==> src/rtl/chacha_qr_seq.sv <==
// Sequencer that steps an external ChaCha ISE datapath through repeated quarter-rounds.
// Each quarter-round is four single-cycle ISE ops; the sequencer only routes words.
module chacha_qr_seq (
    input  logic        g_clk,
    input  logic        g_reset,
    input  logic        in_valid,
    output logic        in_ready,
    input  logic [31:0] in_a,
    input  logic [31:0] in_b,
    input  logic [31:0] in_c,
    input  logic [31:0] in_d,
    input  logic [3:0]  in_rounds,
    output logic        out_valid,
    input  logic        out_ready,
    output logic [31:0] out_a,
    output logic [31:0] out_b,
    output logic [31:0] out_c,
    output logic [31:0] out_d,
    output logic [63:0] ise_rs1,
    output logic [63:0] ise_rs2,
    output logic        ise_op_ad0,
    output logic        ise_op_bc0,
    output logic        ise_op_ad1,
    output logic        ise_op_bc1,
    input  logic [63:0] ise_rd
);

    typedef enum logic [1:0] {
        IDLE = 2'd0,
        RUN  = 2'd1,
        DONE = 2'd2
    } state_t;

    state_t      state_reg, state_next;
    logic [31:0] a_reg, b_reg, c_reg, d_reg;
    logic [31:0] a_next, b_next, c_next, d_next;
    logic [1:0]  s_reg, s_next;
    logic [3:0]  r_reg, r_next;
    logic [3:0]  op_sel;

    always_ff @(posedge g_clk) begin
        if (g_reset) begin
            state_reg <= IDLE;
            a_reg     <= 32'd0;
            b_reg     <= 32'd0;
            c_reg     <= 32'd0;
            d_reg     <= 32'd0;
            s_reg     <= 2'd0;
            r_reg     <= 4'd0;
        end else begin
            state_reg <= state_next;
            a_reg     <= a_next;
            b_reg     <= b_next;
            c_reg     <= c_next;
            d_reg     <= d_next;
            s_reg     <= s_next;
            r_reg     <= r_next;
        end
    end

    always_comb begin
        state_next = state_reg;
        a_next     = a_reg;
        b_next     = b_reg;
        c_next     = c_reg;
        d_next     = d_reg;
        s_next     = s_reg;
        r_next     = r_reg;
        case (state_reg)
            IDLE: begin
                if (in_valid) begin
                    a_next     = in_a;
                    b_next     = in_b;
                    c_next     = in_c;
                    d_next     = in_d;
                    s_next     = 2'd0;
                    r_next     = in_rounds;
                    state_next = (in_rounds != 4'd0) ? RUN : DONE;
                end
            end
            RUN: begin
                s_next = s_reg + 2'd1;
                // Even steps rewrite the {a,d} pair, odd steps the {b,c} pair.
                if (!s_reg[0]) begin
                    a_next = ise_rd[63:32];
                    d_next = ise_rd[31:0];
                end else begin
                    b_next = ise_rd[63:32];
                    c_next = ise_rd[31:0];
                end
                if (s_reg == 2'd3) begin
                    r_next = r_reg - 4'd1;
                    if (r_reg == 4'd1) begin
                        state_next = DONE;
                    end
                end
            end
            DONE: begin
                if (out_ready) begin
                    state_next = IDLE;
                end
            end
            default: state_next = IDLE;
        endcase
    end

    generate
        for (genvar gi = 0; gi < 4; gi++) begin : g_op_sel
            assign op_sel[gi] = (state_reg == RUN) && (s_reg == 2'(gi));
        end
    endgenerate

    assign ise_op_ad0 = op_sel[0];
    assign ise_op_bc0 = op_sel[1];
    assign ise_op_ad1 = op_sel[2];
    assign ise_op_bc1 = op_sel[3];

    assign in_ready  = (state_reg == IDLE) && !g_reset;
    assign out_valid = (state_reg == DONE);
    assign out_a     = a_reg;
    assign out_b     = b_reg;
    assign out_c     = c_reg;
    assign out_d     = d_reg;
    assign ise_rs1   = {a_reg, d_reg};
    assign ise_rs2   = {b_reg, c_reg};

endmodule

==> config.mk <==
export PLATFORM = sky130hd
export DESIGN_NAME = chacha_qr_seq
export DESIGN_NICKNAME = d
export VERILOG_FILES = /design/src/rtl/chacha_qr_seq.sv
export SDC_FILE = /design/constraint.sdc
export NUM_CORES = 1
export LEC_CHECK = 0
export ABC_AREA = 1
export BUFFER_PORTS_ARGS = -buffer_cell sky130_fd_sc_hd__buf_2
export CAP_MARGIN = 20
export CORE_AREA = 2 2 182 184
export DETAILED_ROUTE_END_ITERATION = 16
export DIE_AREA = 0 0 184 186
export MAX_ROUTING_LAYER = met4
export PLACE_DENSITY = 0.56
export SYNTH_ARGS = -nofsm -noshare
export SYNTH_HDL_FRONTEND = slang
export SYNTH_SLANG_ARGS = --single-unit
==> constraint.sdc <==
create_clock -name g_clk -period 1.3 [get_ports g_clk]
set_input_delay 0.13 -clock g_clk [delete_from_list [all_inputs] [get_ports g_clk]]
set_output_delay 0.13 -clock g_clk [all_outputs]
set_load 0.05 [all_outputs]
Word-level counts from Yosys, hierarchy flattened

Index checks and enable logic that the tools add are counted.

Flip-flop bits (word level): 136
Logic and storage cells: 59
Bits of input ports: 200
Output and inout port bits: 262

Reductions and logical operators: 15
Mux-type cells: 23
Add/sub/neg operators: 2
Eq/ne operators: 12

Operators with widths:

| operator                                                                 | count |
|---|---|
| 32-bit two-way mux                                                       | 8 |
| 32-bit one-hot mux with 2 select lines                                   | 4 |
| 2-bit two-way mux                                                        | 6 |
| 2-bit inequality test (second input constant)                            | 5 |
| 3-bit AND reduction                                                      | 3 |
| 4-bit two-way mux                                                        | 2 |
| 4-bit one-hot mux with 2 select lines                                    | 1 |
| 2-bit == test (second input constant)                                    | 3 |
| 2-bit one-hot mux with 3 select lines                                    | 1 |
| 1-bit logical AND                                                        | 5 |
| 2-bit by 1-bit == test with 1-bit output (second input constant)         | 2 |
| 4-bit by 1-bit == test with 1-bit output (second input constant)         | 1 |
| 2-bit logical NOT                                                        | 2 |
| 2-bit one-hot mux with 2 select lines                                    | 1 |
| 4-bit AND reduction                                                      | 1 |
| 4-bit nonzero test                                                       | 1 |
| 4-bit by 1-bit subtractor with 4-bit output (second input constant)      | 1 |
| 2-bit by 1-bit adder with 2-bit output (second input constant)           | 1 |
| 2-bit by 1-bit inequality test with 1-bit output (second input constant) | 1 |
| 2-bit AND reduction                                                      | 1 |
| 2-bit nonzero test                                                       | 1 |
| 1-bit logical NOT                                                        | 1 |

Logic depth before layout (Yosys ltp)

Depth in word-level cells: 4
Mapped depth: 9
Mapped depth without buffers: 8

Worst setup path after synthesis

OpenSTA, ideal clock, no wires.

Path type: register -> output
Start: reg state_reg[1]
End: out ise_op_ad0
Slack: -0.272 ns
Arrival time: 1.442 ns
Path buffers: 2
Cell stages (with the launch flop): 6
Required time: 1.170 ns
Path through: dfxtp_1 -> inv_2 -> nand2_2 -> buf_2 -> buf_2 -> nor2_1

Word-level cells in the longest chain between the ends: 2

Ends and longest elaborated chain:

| what                                     | RTL line | text |
|---|---|---|
| from (decl)                              | 34       | `state_t state_reg, state_next;` |
| from (signal assigned)                   | 51       | `state_reg <= state_next;` |
| 2-bit by 1-bit == test with 1-bit output | 109      | `assign op_sel[gi] = (state_reg == RUN) && (s_reg == 2'(gi));` |
| 1-bit logical AND                        | 109      |  |
| to (decl)                                | 21       | `output logic ise_op_ad0,` |

No other way between the ends.

Worst setup path after layout

Start: reg state_reg[1]
End: out ise_op_ad1

Word-level cells in the longest chain between the ends: 2

Ends and longest elaborated chain:

| what                                     | RTL line | text |
|---|---|---|
| 2-bit by 1-bit == test with 1-bit output | 109      |  |
| 1-bit logical AND                        | 109      |  |
| to (decl)                                | 23       | `output logic ise_op_ad1,` |

No other way between the ends.

==> results.md <==
- Synth Area per Inst: 6.524 um2
- Total GRT Usage: 16.71%
- Syn. warnings: 0
- Die Ht: 186 um
- Synth area leaders: dfxtp_1 37%, nand2_1 18%, buf_4 14%
- Pre-CTS setup slack: -0.1189 ns
- Leakage: 6.124 nW
- Number of synthesized flops with an enable pin: 0
- H-tree depth: 4
- Gate Count Post-Synth: 1113
- Vias/cell: 4.277
- Top FF cell, synth: dfxtp_1
- Vias: 8079
- RSZ-0062 raised after global routing: yes
- Post-DRT Antenna Nets: 0
- Worst reg2reg path depth: 9
- Dpl cells: 1826
- Critical path endpoint: ise_op_ad1
- Max Slew Vio Count: 0
- Final Cycle Share: 111.5%
- Final worst slack: -0.1490 ns
- Final hold vios: 0
- P_sw: 12.99 mW
- Critical Path AT: 1.32 ns
- Clk pin slew, worst setup/hold paths: 0.06 ns
- Failing checks: negative setup slack
- Routability cong.: 0.8360
- Asr flop ratio synth: 0%
- Synth top area share: 37.50%
- Drt total wl: 31070 um
- Crit-path max FO: 5
- Synth top cells by count: 340 x nand2_1, 268 x nor2_1, 139 x buf_4, 136 x dfxtp_1, 91 x o21ai_0
- Reg2Reg Capture Point: out_b[28]
- Vias in the first global route: 7286
- Syn_nets: 1319
- Nets: 1674
- Post-synth cell types: 19
- Status: complete, but fails checks
- Total CTS buffers: 17
- CTS tree: yes
- Largest net degree at the start of global routing: 58
- Comb power frac: 54.9%
- Max-slew headroom: 75.55%
- Hold_sp: in_a[19]
- Max Cap Viol: 0
- Most frequent cell after synthesis: nand2_1
- Register bit total from synthesis: 136
- Peak supply drop: 1.014 mV
- Sw Ratio: 50.69%
- Final Non-Filler Cells: 1889
- Syn-to-layout area delta: 52.92%
- Setup crit start: state_reg[1]
- Total internal power: 12.63 mW
- Core Footprint: 0.03221 mm2
- Final Skew: 0.007434 ns
- Sequential element share of the synthesized area: 37.50%
- Fraction of layout cells with a size suffix above 1: 45.51%
- Crit end category: output pin
- R2R Setup Slk: -0.13 ns
- Crit path time final: 1.449 ns
- Sequential share of power: 23.0%
- CTS Buffer Depth: 2
- Critical path class: reg -> out
- # clock sinks: 136
- Crit path required time: 1.17 ns
- Skew-Pair Late Insertion Delay: 0.42 ns
- First-pass GRT wire length: 41470 um
- Io pins: 462
- FILL cells: 3443
- Synthesized area: 0.007261 mm2
- Iter 0 DRT Violations: 300
- Clock power frac: 22.2%
- Wire length per cell: 16.45 um
- Fin area: 0.01110 mm2
- P per Cell Area: 2307 mW/mm2
- Max Freq: 690.1 MHz
- Buffers on Ports: 461
- Area leader, netlist: dfxtp_1
- CTS Root Buffer Type: clkbuf_16
- Grt ovf: 0
- DRC Markers: 0
- Slew @ Worst Pin: 0.3668 ns
- Std cell rows: 66
- Placement Cell Area: 0.009203 mm2
- Die Span X: 184 um
- Initial Util: 22.54%
- Source of the worst register-to-register timing path: state_reg[1]
- Hold Slack: 0.03252 ns
- Setup crit start kind: flip-flop
- Die ar.: 0.03422 mm2
- HP Class: in -> reg
- 1st-pass router iterations: 5
- Detailed Place HPWL: 20670 um
- Final Setup Violations: 134
- Antenna Cells: 0
- Initial antenna violation count: 1
## power groups by stage
stage	Clock (mW)	Combinational [mW]	Sequential (mW)
2_1_floorplan	0	7.13	8.73
3_3_place_gp	0	12.1	5.88
3_5_place_dp	0	12.1	5.91
4_1_cts	5.84	13.2	5.85
5_1_grt	6.03	14.9	6.00
6_report	5.68	14.1	5.88
## metal layers
layer  global-route usage [%]  share of wire [%]  vias up
met5                        -                  0        -
met4                    5.120                1.9        0
met3                    2.759                5.4       26
met2                    30.01                 51      341
met1                    19.04                 41     3656
li1                         -                  -     4056
## cell usage in the layout, fill, tap and decap left out, types with 2 or more instances in the layout
| cell type | n |
|---|---|
| a21oi_1 | 3 |
| a21oi_2 | 2 |
| buf_12 | 16 |
| buf_16 | 7 |
| buf_2 | 449 |
| buf_4 | 20 |
| buf_6 | 17 |
| buf_8 | 2 |
| bufinv_16 | 6 |
| clkbuf_1 | 2 |
| clkbuf_16 | 27 |
| clkbuf_8 | 2 |
| clkinv_2 | 2 |
| clkinv_4 | 3 |
| dfxtp_1 | 132 |
| dfxtp_4 | 3 |
| dlygate4sd3_1 | 3 |
| ha_1 | 2 |
| ha_4 | 4 |
| inv_1 | 8 |
| inv_2 | 4 |
| inv_4 | 5 |
| nand2_1 | 324 |
| nand2_2 | 14 |
| nand2_4 | 4 |
| nand3_1 | 4 |
| nand3_4 | 3 |
| nor2_1 | 232 |
| nor2_2 | 31 |
| nor2_4 | 5 |
| o21ai_0 | 8 |
| o21ai_1 | 87 |
| o21ai_2 | 33 |
| o21ai_4 | 6 |
## cells by family after synthesis
logic type	count (synthesis)	synth area share (%)
AND/OR/NAND/NOR	620	32.38
buffers and inverters	210	19.28
XOR/XNOR	1	0.1206
adder cells (fa/ha/maj)	6	1.034
flip-flops	136	37.50
AO/OA/AOI/OAI	140	9.685
## stage by stage
stage | utilization (%) | setup TNS [ns] | power (mW)
5_1_grt | 34.48 | -20.93 | 26.90
4_1_cts | 32.70 | -10.24 | 24.87
6_report | 34.48 | -11.06 | 25.62
3_3_place_gp | 28.57 | -3.420 | 18.01
2_1_floorplan | - | -0.1086 | 15.86
3_5_place_dp | 28.57 | -8.036 | 18.04
## worst min path at each step
stage / to / cells past startpoint
after global placement: r_reg[2] / 2
after floorplan: r_reg[2] / 1
after detailed placement: s_reg[1] / 2
final: out_a[19] / 5
after global routing: out_a[12] / 5
after CTS: out_a[19] / 5
## repair_timing
action,in CTS,in global routing
buffers inserted,11,3
setup endpoints to repair,143,143
endpoints found under the hold margin,4,0
pin swaps,13,33
hold buffers,3,0
resized for setup,147,132
gates cloned,6,11
## worst max-delay path, cell delays in order (launching register included)
cell and delay (ns):
dfxtp_4 0.36, inv_4 0.06, nand2_4 0.07, buf_12 0.15, nor2_4 0.10, buf_6 0.16
## final cells by class
type,count,area [um2],area share (%)
Inverter,20,101.3,0.9128
Clock inverter,11,219.0,1.972
Clock buffer,21,460.4,4.147
Timing Repair Buffer,526,3452,31.09
Multi-Input combinational cell,767,3625,32.65
Tap cell,408,510.5,4.598
Sequential cell,136,2735,24.63
Power figures use the tool's default switching activity.
